==> config.mk <==
export PLATFORM = sky130hd
export DESIGN_NAME = dmem_lsu
export DESIGN_NICKNAME = d
export VERILOG_FILES = /design/src/rtl/dmem_lsu.sv
export SDC_FILE = /design/constraint.sdc
export NUM_CORES = 1
export LEC_CHECK = 0
export CAP_MARGIN = 15
export CORE_ASPECT_RATIO = 0.6
export CORE_UTILIZATION = 42
export CTS_CLUSTER_SIZE = 24
export DETAILED_ROUTE_END_ITERATION = 7
export PLACE_DENSITY = 0.8
export SKIP_CTS_REPAIR_TIMING = 1
export SYNTH_ARGS = -nofsm -noshare
export SYNTH_HDL_FRONTEND = slang
export SYNTH_SLANG_ARGS = --single-unit
==> constraint.sdc <==
create_clock -name clock -period 6.73 [get_ports clock]
set_clock_uncertainty 0.2 [all_clocks]
set_input_delay 1.346 -clock clock [delete_from_list [all_inputs] [get_ports clock]]
set_output_delay 1.346 -clock clock [all_outputs]
set_load 0.01 [all_outputs]
==> src/rtl/dmem_lsu.sv <==
// dmem_lsu: load/store master for a synchronous dmem with a 1-cycle read latency.
// Accepts byte/half/word loads and stores over a valid/ready handshake. It returns
// exactly one response per request. Sub-word stores use read-modify-write.
// Misaligned requests and the reserved size are rejected without touching memory.
// Ports:
//   clock, ctrl_reset_n             clock, synchronous active-low reset
//   req_valid/req_ready             request handshake (ready only in IDLE)
//   req_we, req_size, req_signed    op: store/load, 0=byte 1=half 2=word 3=reserved, sign-extend
//   req_addr, req_wdata             byte address, right-justified store data
//   rsp_valid, rsp_err, rsp_rdata   one-cycle response pulse, error flag, load data
//   mem_address, mem_data, mem_wren dmem write/read port (all registered)
//   mem_q                           dmem read data, valid the cycle after the address
module dmem_lsu #(
   parameter int ADDR_W = 12
) (
   input  logic              clock,
   input  logic              ctrl_reset_n,
   input  logic              req_valid,
   output logic              req_ready,
   input  logic              req_we,
   input  logic [1:0]        req_size,
   input  logic              req_signed,
   input  logic [ADDR_W+1:0] req_addr,
   input  logic [31:0]       req_wdata,
   output logic              rsp_valid,
   output logic              rsp_err,
   output logic [31:0]       rsp_rdata,
   output logic [ADDR_W-1:0] mem_address,
   output logic [31:0]       mem_data,
   output logic              mem_wren,
   input  logic [31:0]       mem_q
);

   typedef enum logic [2:0] {
      IDLE  = 3'd0,
      RD    = 3'd1,
      RWAIT = 3'd2,
      WR    = 3'd3,
      DONE  = 3'd4
   } state_t;

   state_t state, state_nx;

   // latched request fields
   logic        r_we, r_we_nx;
   logic [1:0]  r_size, r_size_nx;
   logic        r_signed, r_signed_nx;
   logic [1:0]  r_lane, r_lane_nx;
   logic [31:0] r_wdata, r_wdata_nx;

   logic [ADDR_W-1:0] address_nx;
   logic [31:0]       data_nx;
   logic              wren_nx;
   logic              valid_nx;
   logic              err_nx;
   logic [31:0]       rdata_nx;

   logic        req_bad;
   logic [4:0]  sh;
   logic [31:0] shifted;
   logic [31:0] lmask;
   logic [31:0] merged;
   logic [31:0] loaded;

   assign req_ready = (state == IDLE);

   assign req_bad = (req_size == 2'd3) ||
                    (req_size == 2'd1 && req_addr[0]) ||
                    (req_size == 2'd2 && req_addr[1:0] != 2'b00);

   // Lane handling: shift the word down so the target lane sits at bit 0 for loads,
   // and build a lane mask shifted up into place for the store merge.
   assign sh      = {r_lane, 3'b000};
   assign shifted = mem_q >> sh;

   always_comb begin
      lmask  = '1;
      loaded = mem_q;
      case (r_size)
         2'd0: begin
            lmask  = 32'h0000_00ff;
            loaded = {{24{r_signed & shifted[7]}}, shifted[7:0]};
         end
         2'd1: begin
            lmask  = 32'h0000_ffff;
            loaded = {{16{r_signed & shifted[15]}}, shifted[15:0]};
         end
         default: begin
            lmask  = '1;
            loaded = mem_q;
         end
      endcase
   end

   assign merged = (mem_q & ~(lmask << sh)) | ((r_wdata & lmask) << sh);

   always_comb begin
      state_nx    = state;
      r_we_nx     = r_we;
      r_size_nx   = r_size;
      r_signed_nx = r_signed;
      r_lane_nx   = r_lane;
      r_wdata_nx  = r_wdata;
      address_nx  = mem_address;
      data_nx     = mem_data;
      wren_nx     = 1'b0;
      valid_nx    = 1'b0;
      err_nx      = 1'b0;
      rdata_nx    = rsp_rdata;
      case (state)
         IDLE: begin
            if (req_valid) begin
               r_we_nx     = req_we;
               r_size_nx   = req_size;
               r_signed_nx = req_signed;
               r_lane_nx   = req_addr[1:0];
               r_wdata_nx  = req_wdata;
               if (req_bad) begin
                  valid_nx = 1'b1;
                  err_nx   = 1'b1;
                  rdata_nx = '0;
                  state_nx = DONE;
               end else begin
                  address_nx = req_addr[ADDR_W+1:2];
                  if (req_we && req_size == 2'd2) begin
                     data_nx  = req_wdata;
                     wren_nx  = 1'b1;
                     state_nx = WR;
                  end else begin
                     state_nx = RD;
                  end
               end
            end
         end
         RD: state_nx = RWAIT;
         RWAIT: begin
            if (r_we) begin
               data_nx  = merged;
               wren_nx  = 1'b1;
               state_nx = WR;
            end else begin
               rdata_nx = loaded;
               valid_nx = 1'b1;
               state_nx = DONE;
            end
         end
         WR: begin
            rdata_nx = '0;
            valid_nx = 1'b1;
            state_nx = DONE;
         end
         DONE: state_nx = IDLE;
         default: state_nx = IDLE;
      endcase
   end

   always_ff @(posedge clock) begin
      if (!ctrl_reset_n) begin
         state       <= IDLE;
         r_we        <= 1'b0;
         r_size      <= '0;
         r_signed    <= 1'b0;
         r_lane      <= '0;
         r_wdata     <= '0;
         mem_address <= '0;
         mem_data    <= '0;
         mem_wren    <= 1'b0;
         rsp_valid   <= 1'b0;
         rsp_err     <= 1'b0;
         rsp_rdata   <= '0;
      end else begin
         state       <= state_nx;
         r_we        <= r_we_nx;
         r_size      <= r_size_nx;
         r_signed    <= r_signed_nx;
         r_lane      <= r_lane_nx;
         r_wdata     <= r_wdata_nx;
         mem_address <= address_nx;
         mem_data    <= data_nx;
         mem_wren    <= wren_nx;
         rsp_valid   <= valid_nx;
         rsp_err     <= err_nx;
         rsp_rdata   <= rdata_nx;
      end
   end

endmodule
Yosys cells after proc, flatten, opt, wreduce, memory -nomap -nowiden --
Index checks and enable logic that the tools add are counted.
Operators by class: magnitude comparators 0, shift-type cells 3, reductions and logical operators 15, equal/unequal tests 13, add/sub/neg operators 0, bitwise operators 7, muxes and demuxes 25, divide/modulo/power cells 0, $mul 0
Operators with widths (count):
- 32-bit two-way mux | 7
- 32-bit case mux with 2 select lines | 3
- 32-bit case mux with 3 select lines | 1
- 32-bit bitwise AND | 2
- 32-bit by 5-bit left shift with 32-bit output | 2
- 32-bit inverter | 1
- 32-bit bitwise OR | 1
- 32-bit by 5-bit right shift with 16-bit output | 1
- 3-bit case mux with 4 select lines | 1
- 3-bit two-way mux | 3
- 2-bit inequality test (second input constant) | 4
- 1-bit two-way mux | 7
- 3-bit by 2-bit equality test with 1-bit output (second input constant) | 2
- 5-bit AND reduction | 1
- 2-bit by 1-bit equality test with 1-bit output (second input constant) | 2
- 2-bit equality test (second input constant) | 2
- 2-bit by 1-bit inequality test with 1-bit output (second input constant) | 2
- 2-bit AND reduction | 2
- 4-bit AND reduction | 1
- 2-bit nonzero test | 2
- 3-bit by 1-bit equality test with 1-bit output (second input constant) | 1
- 1-bit logical AND | 3
- 3-bit zero test | 1
- 1-bit case mux with 3 select lines | 1
- 8 further kinds | 10
Word-level totals: bits in registers 120, word-level logic and storage cells 75, output and inout port bits 80, memories kept 0, bits in latches 0, input bits 85, bits in writable memories 0, ROM bits 0

Depth between registers and ports, before layout --
Gate-level depths: netlist of the first run.
depth in word-level cells 8, gate-level depth with buffers 9, gate-level depth less buffers 4

Worst setup path before layout of the first run --
Ideal clock, no wire load.
path kind input to register, start point input port req_valid, end point register rsp_rdata[29], setup slack 3392 ps, stages 8, required time 6408 ps, arrival 3016 ps, path through or4b_1 -> clkbuf_1 -> o32a_1 -> buf_6 -> and2_4 -> buf_6 -> buf_6 -> a221o_1
On the way: word-level cells in the longest chain between the ends 2
Ends and longest elaborated chain:
- start, declared | RTL line 18 | input logic req_valid,
- 2-bit inequality test (no source line)
- 4-bit AND reduction (no source line)
- end signal, assigned | RTL line 183 | rsp_rdata <= rdata_nx;
- end, declared | RTL line 27 | output logic [31:0] rsp_rdata,
No other way between the ends. A chain may end at the register's enable or synchronous reset.

Worst setup path after layout of the first run --
start point input port req_valid, end point register rsp_rdata[30]
Same word-level chain as after synthesis.

==> impl_metrics.json, run 1 <==
{
  "clk_pin_slew_ns": 0.06,
  "vias": 6005,
  "sw_frac_of_total_pct": 26.3,
  "slew_violations": 0,
  "port_buffers": 164,
  "outcome": "complete, no violations",
  "slowest_delay_ns": 0.53,
  "cp_slowest_cell": "o32a_1",
  "tns_ns": 0,
  "netlist_area_um2": 5740,
  "synth-seq-area-share_pct": 41.9,
  "grt_util_all_layers_pct": 29.3,
  "vias_per_cell": 6.19,
  "netlist_instances": 660,
  "hold-worst-slack_ns": 0.272,
  "max_freq_mhz": 266,
  "die_area_um2": 14100,
  "worst_slew_pin_slew_ns": 0.925,
  "num-fill-cells": 1064,
  "cap_violations": 0,
  "synth_compound_area_share_pct": 30.6,
  "p_seq_share_pct": 37.8,
  "dr.pass1.iters": 5,
  "htreeDepth": 4,
  "vdd_drop_max_mv": 0.169,
  "async_reset_ff_share_pct": 0,
  "wire_per_inst_um": 21.2,
  "start_kind": "primary input",
  "core_area_um2": 13100,
  "cellPowerDensity_nw_per_um2": 251,
  "fin_crit_sh_pct": 55.8,
  "min_path_type": "flip-flop to flip-flop",
  "start_util_pct": 43.8,
  "setup_viol": 0,
  "num_antenna_cells": 0,
  "cts_made_buffers": 17,
  "synthFlopType": "dfxtp_1",
  "avgSynthCellArea_um2": 8.69,
  "cp-end-kind": "flip-flop",
  "drt_iter0_markers": 606,
  "grt_pass1_vias": 5524,
  "antenna_found_initial": 0,
  "nets": 872,
  "synthMuxAreaShare_pct": 8.27,
  "drive_above_1_share_pct": 7.88,
  "p_int_uw": 1490,
  "synth_cell_types": 53,
  "cts_root_buf": "clkbuf_16",
  "worstSetupPathType": "primary input to flip-flop",
  "path_max_fanout": 40,
  "yosys_warnings": 0,
  "min_period_ns": 3.76,
  "crit_required_ns": 6.82,
  "overflow": 0,
  "place_congestion": 0.961,
  "finalHoldViolCount": 0,
  "relSlewSlack_pct": 38.3,
  "rows": 32,
  "dieWidth_um": 153,
  "netSwitchingPower_uw": 532,
  "tritoncts": "done",
  "synthXorXnorAreaFrac_pct": 0,
  "p_leak_uw": 0.00291,
  "grt_pass1_wl_um": 31700,
  "drtAntennaViolNets": 0,
  "clkLatencyLatePin_ns": 0.41,
  "synth_top_family_by_area": "compound AO/OA/AOI/OAI gates",
  "syn_nets": 745,
  "pwr-share-comb_pct": 13.8,
  "ys_ff_latch": 120,
  "synthSimpleGateAreaFrac_pct": 13.9,
  "cts_buffer_depth": 2,
  "io_pins": 165,
  "clkPwrFrac_pct": 48.4,
  "synth-edff-count": 0,
  "synthAdderAreaFrac_pct": 0,
  "crit_arrival_ns": 3.85,
  "path_cells": "clkdlybuf4s50_1 -> or4b_1 -> buf_4 -> o32a_1 -> and2_4 -> a221o_1",
  "cts.sinks": 120,
  "rsz0062_at_grt": "false",
  "grt_max_degree": 64,
  "wirelength_um": 20600,
  "dp_hpwl_um": 14600,
  "syn_to_final_growth_pct": 40.0,
  "drcViolationCount": 0,
  "die_h_um": 92.5
}
==> worst max-delay path, delay by kind of cell <==
kind / cells / cell delay, ns
AO/OA/AOI/OAI: 2 / 0.90
AND/OR/NAND/NOR: 2 / 0.81
buffers and inverters: 2 / 0.78
==> routing by layer <==
layer	track usage [%]	routed length [um]
met2	40.2	8130
met1	42.1	9630
met5	0	0
met3	10.2	2570
met4	9.18	268
==> cell usage after synthesis (3+ instances only) <==
cell,instances,area share (%)
a32oi_1,6,0.92
buf_1,4,0.26
o2bb2ai_1,7,1.1
nand2_1,109,7.1
mux2i_1,35,6.1
o2111ai_1,23,3.5
a2bb2oi_1,8,1.2
a311o_1,8,1.4
a21oi_1,48,4.2
o22ai_1,23,2.5
o21ai_0,46,4.0
nor2_1,37,2.4
and3b_1,9,1.4
buf_6,4,0.79
nor3_1,4,0.35
nand2b_1,4,0.44
a221oi_1,29,4.4
dfxtp_1,120,42
a221o_1,19,3.3
a2111o_1,8,1.6
nor2b_1,3,0.33
clkbuf_1,58,3.8
mux2_2,9,1.8
==> cells in the final DEF, fill, tap and decap left out, types with 3 or more instances in the layout <==
| master | synthesis | layout |
|---|---|---|
| a2111o_1 | 8 | 8 |
| a21oi_1 | 48 | 48 |
| a221o_1 | 19 | 19 |
| a221oi_1 | 29 | 29 |
| a2bb2oi_1 | 8 | 8 |
| a311o_1 | 8 | 8 |
| a32oi_1 | 6 | 6 |
| and3b_1 | 9 | 9 |
| buf_4 | 0 | 12 |
| bufinv_16 | 0 | 4 |
| clkbuf_16 | 0 | 17 |
| clkdlybuf4s50_1 | 0 | 163 |
| clkinvlp_4 | 0 | 3 |
| dfxtp_1 | 120 | 119 |
| inv_6 | 0 | 3 |
| mux2_2 | 9 | 9 |
| mux2i_1 | 35 | 35 |
| nand2_1 | 109 | 109 |
| nand2b_1 | 4 | 4 |
| nor2_1 | 37 | 37 |
| nor2b_1 | 3 | 3 |
| nor3_1 | 4 | 4 |
| o2111ai_1 | 23 | 23 |
| o21ai_0 | 46 | 46 |
| o22ai_1 | 23 | 23 |
| o2bb2ai_1 | 7 | 7 |
==> layout make-up <==
cell class	count	area, um2	area share [%]
multi-input combinational	467	3030	37.8
tap	170	213	2.65
clock buffer	18	439	5.47
inverter	5	18.8	0.234
timing repair buffer	176	1730	21.5
clock inverter	14	196	2.45
sequential	120	2400	29.9
==> power groups by stage <==
stage / Combinational (uW) / Clock [uW] / Sequential [uW]
4_1_cts: 273 / 979 / 763
3_5_place_dp: 272 / 0 / 778
5_1_grt: 299 / 1010 / 767
3_3_place_gp: 265 / 0 / 776
2_1_floorplan: 152 / 0 / 769
6_report: 279 / 977 / 764
==> through the flow <==
stage                     setup slack [ns]  util [%]  power (uW)  cells  instance area [um2]
after floorplan                       3.39         -         922    660                 5740
final                                 2.97      61.3        2020    970                 8030
after CTS                             3.00      61.3        2010    969                 8020
after global routing                  2.79      61.3        2080    970                 8030
after global placement                2.70      56.4        1040    937                 7390
after detailed placement              2.62      56.4        1050    937                 7390
==> path summary, 6_finish.rpt <==
path              cells past startpoint  slack (ns)            end         from
setup reg to reg                      5        3.65  rsp_rdata[21]     state[1]
setup / recovery                      6        2.97  rsp_rdata[30]    req_valid
hold / removal                        2        0.27    r_wdata[30]  r_wdata[30]
hold reg to reg                       2        0.27    r_wdata[30]  r_wdata[30]
==> cells by family (layout without fill, tap and decap cells) <==
kind of cell / count (synthesis) / after routing
compound gates: 242 / 242
simple gates: 180 / 180
mux: 45 / 45
flops: 120 / 120
buf+inv: 73 / 213
==> flip-flops by register name, summed over array words and instances, names as in the netlist <==
name,flops
mem_wren,1
rsp_err,1
r_wdata,32
r_size,2
state,3
r_signed,1
r_lane,2
rsp_valid,1
r_we,1
mem_address,12
rsp_rdata,32
mem_data,32
Note: power is estimated with default switching activity, not from simulation.
==> run 2, diff against run 1 <==
Settings changed: PLACE_DENSITY 0.8 to 0.83.
Clock period 6.73 ns to 3.3 ns, I/O delays scaled along.
==> impl_metrics.json, run 2 (synthesis results as in run 1) <==
{
  "outcome": "complete, no violations",
  "syn_to_final_growth_pct": 41.8,
  "drtAntennaViolNets": 0,
  "path_max_fanout": 20,
  "final_cell_mix": "clkdlybuf4s50_1, dfxtp_1, nand2_1",
  "rows": 32,
  "dr.pass1.iters": 8,
  "drive_above_1_share_pct": 9.00,
  "max_freq_mhz": 343,
  "p_leak_uw": 0.00298,
  "start_util_pct": 43.8,
  "clkPwrFrac_pct": 49.1,
  "p_int_uw": 3130,
  "drt_iter0_markers": 757,
  "min_path_type": "flip-flop to flip-flop",
  "clkLatencyLatePin_ns": 0.41,
  "die_h_um": 92.5,
  "cts_buffer_depth": 2,
  "grt_max_degree": 64,
  "sw_frac_of_total_pct": 25.5,
  "slew_violations": 0,
  "finalHoldViolCount": 0,
  "path_cells": "or2_2 -> nor2_1 -> clkdlybuf4s50_1",
  "port_buffers": 164,
  "cellPowerDensity_nw_per_um2": 517,
  "grt_util_all_layers_pct": 29.2,
  "overflow": 0,
  "htreeDepth": 4,
  "drcViolationCount": 0,
  "grt_pass1_wl_um": 31600,
  "cap_violations": 0,
  "cp_slowest_cell": "clkdlybuf4s50_1",
  "reg_top3": "mem_data x32, r_wdata x32, rsp_rdata x32",
  "tritoncts": "done",
  "layout_commonest_cell": "clkdlybuf4s50_1",
  "place_congestion": 0.983,
  "cts_made_buffers": 17,
  "rsz0062_at_grt": "false",
  "p_seq_share_pct": 37.3,
  "min_period_ns": 2.92,
  "netSwitchingPower_uw": 1070,
  "vias_per_cell": 6.29,
  "slowest_delay_ns": 0.58,
  "die_area_um2": 14100,
  "setup_viol": 0,
  "clk_pin_slew_ns": 0.05,
  "cts.sinks": 120,
  "crit_required_ns": 2.44,
  "fin_crit_sh_pct": 88.4,
  "worstSetupPathType": "flip-flop to primary output",
  "vias": 6173,
  "relSlewSlack_pct": 53.7,
  "crit_arrival_ns": 2.06,
  "wirelength_um": 20600,
  "tns_ns": 0,
  "pwr-share-comb_pct": 13.6,
  "wire_per_inst_um": 21.0,
  "worst_slew_pin_slew_ns": 0.695,
  "antenna_found_initial": 1,
  "io_pins": 165,
  "core_area_um2": 13100,
  "dieWidth_um": 153,
  "nets": 883,
  "cts_root_buf": "clkbuf_16",
  "start_kind": "flip-flop",
  "vdd_drop_max_mv": 0.339,
  "final_util_pct": 62.1,
  "grt_pass1_vias": 5489,
  "cp-end-kind": "primary output",
  "dp_hpwl_um": 14300,
  "num_antenna_cells": 0
}
[run 2: cell count changes in the layout (fill, tap and decap cells not counted), sizes merged]
cell,before,now
buf,13,24
bufinv,4,5
clkbuf,18,20
clkinv,6,5
inv,6,4
[run 2: worst max-delay path, delay by kind of cell (launching register included)]
| family | cells | cell delay, ns |
|---|---|---|
| and+or+nand+nor | 2 | 0.66 |
| buffers and inverters | 1 | 0.58 |
| DFF | 1 | 0.40 |
[run 2: path summary, 6_finish.rpt]
check | startpoint | end | slack (ns) | depth (start not counted)
worst max register to register | state[1] | rsp_rdata[16] | 0.46 | 4
worst min-delay path | r_wdata[30] | r_wdata[30] | 0.25 | 2
worst min register to register | r_wdata[30] | r_wdata[30] | 0.25 | 2
worst max-delay path | state[2] | req_ready | 0.38 | 3
[run 2: metal layers]
layer | vias up | part of all wire (%) | track usage, %
li1 | 2780 | - | -
met1 | 2904 | 46 | 42.7
met2 | 444 | 38 | 38.5
met3 | 43 | 14 | 12.6
met4 | 2 | 1.4 | 6.40
met5 | - | 0.083 | 0
[run 2: power groups by stage]
stage          registers, uW  logic, uW  clock network, uW
6_report                1570        570               2060
5_1_grt                 1570        610               2140
4_1_cts                 1560        556               2070
3_5_place_dp            1600        550                  0
3_3_place_gp            1590        544                  0
2_1_floorplan           1570        311                  0
[run 2: area by class of cell]
class | count | area, um2
repair buffers | 187 | 1810
multi-input cells | 467 | 3030
well taps | 170 | 213
clock inverters | 12 | 196
fillers | 1079 | 4960
clock buffers | 20 | 457
inverters | 5 | 18.8
flip-flops and latches | 120 | 2400
[run 2: through the flow]
stage / hold slack (ns) / worst slack (ns) / total power, uW / instances / instance area (um2)
2_1_floorplan: 0.236 / 0.648 / 1880 / 660 / 5740
3_3_place_gp: 0.245 / 0.368 / 2140 / 949 / 7480
3_5_place_dp: 0.246 / 0.276 / 2150 / 949 / 7480
4_1_cts: 0.253 / 0.388 / 4200 / 981 / 8130
5_1_grt: 0.281 / 0.270 / 4320 / 981 / 8130
6_report: 0.254 / 0.384 / 4200 / 981 / 8130
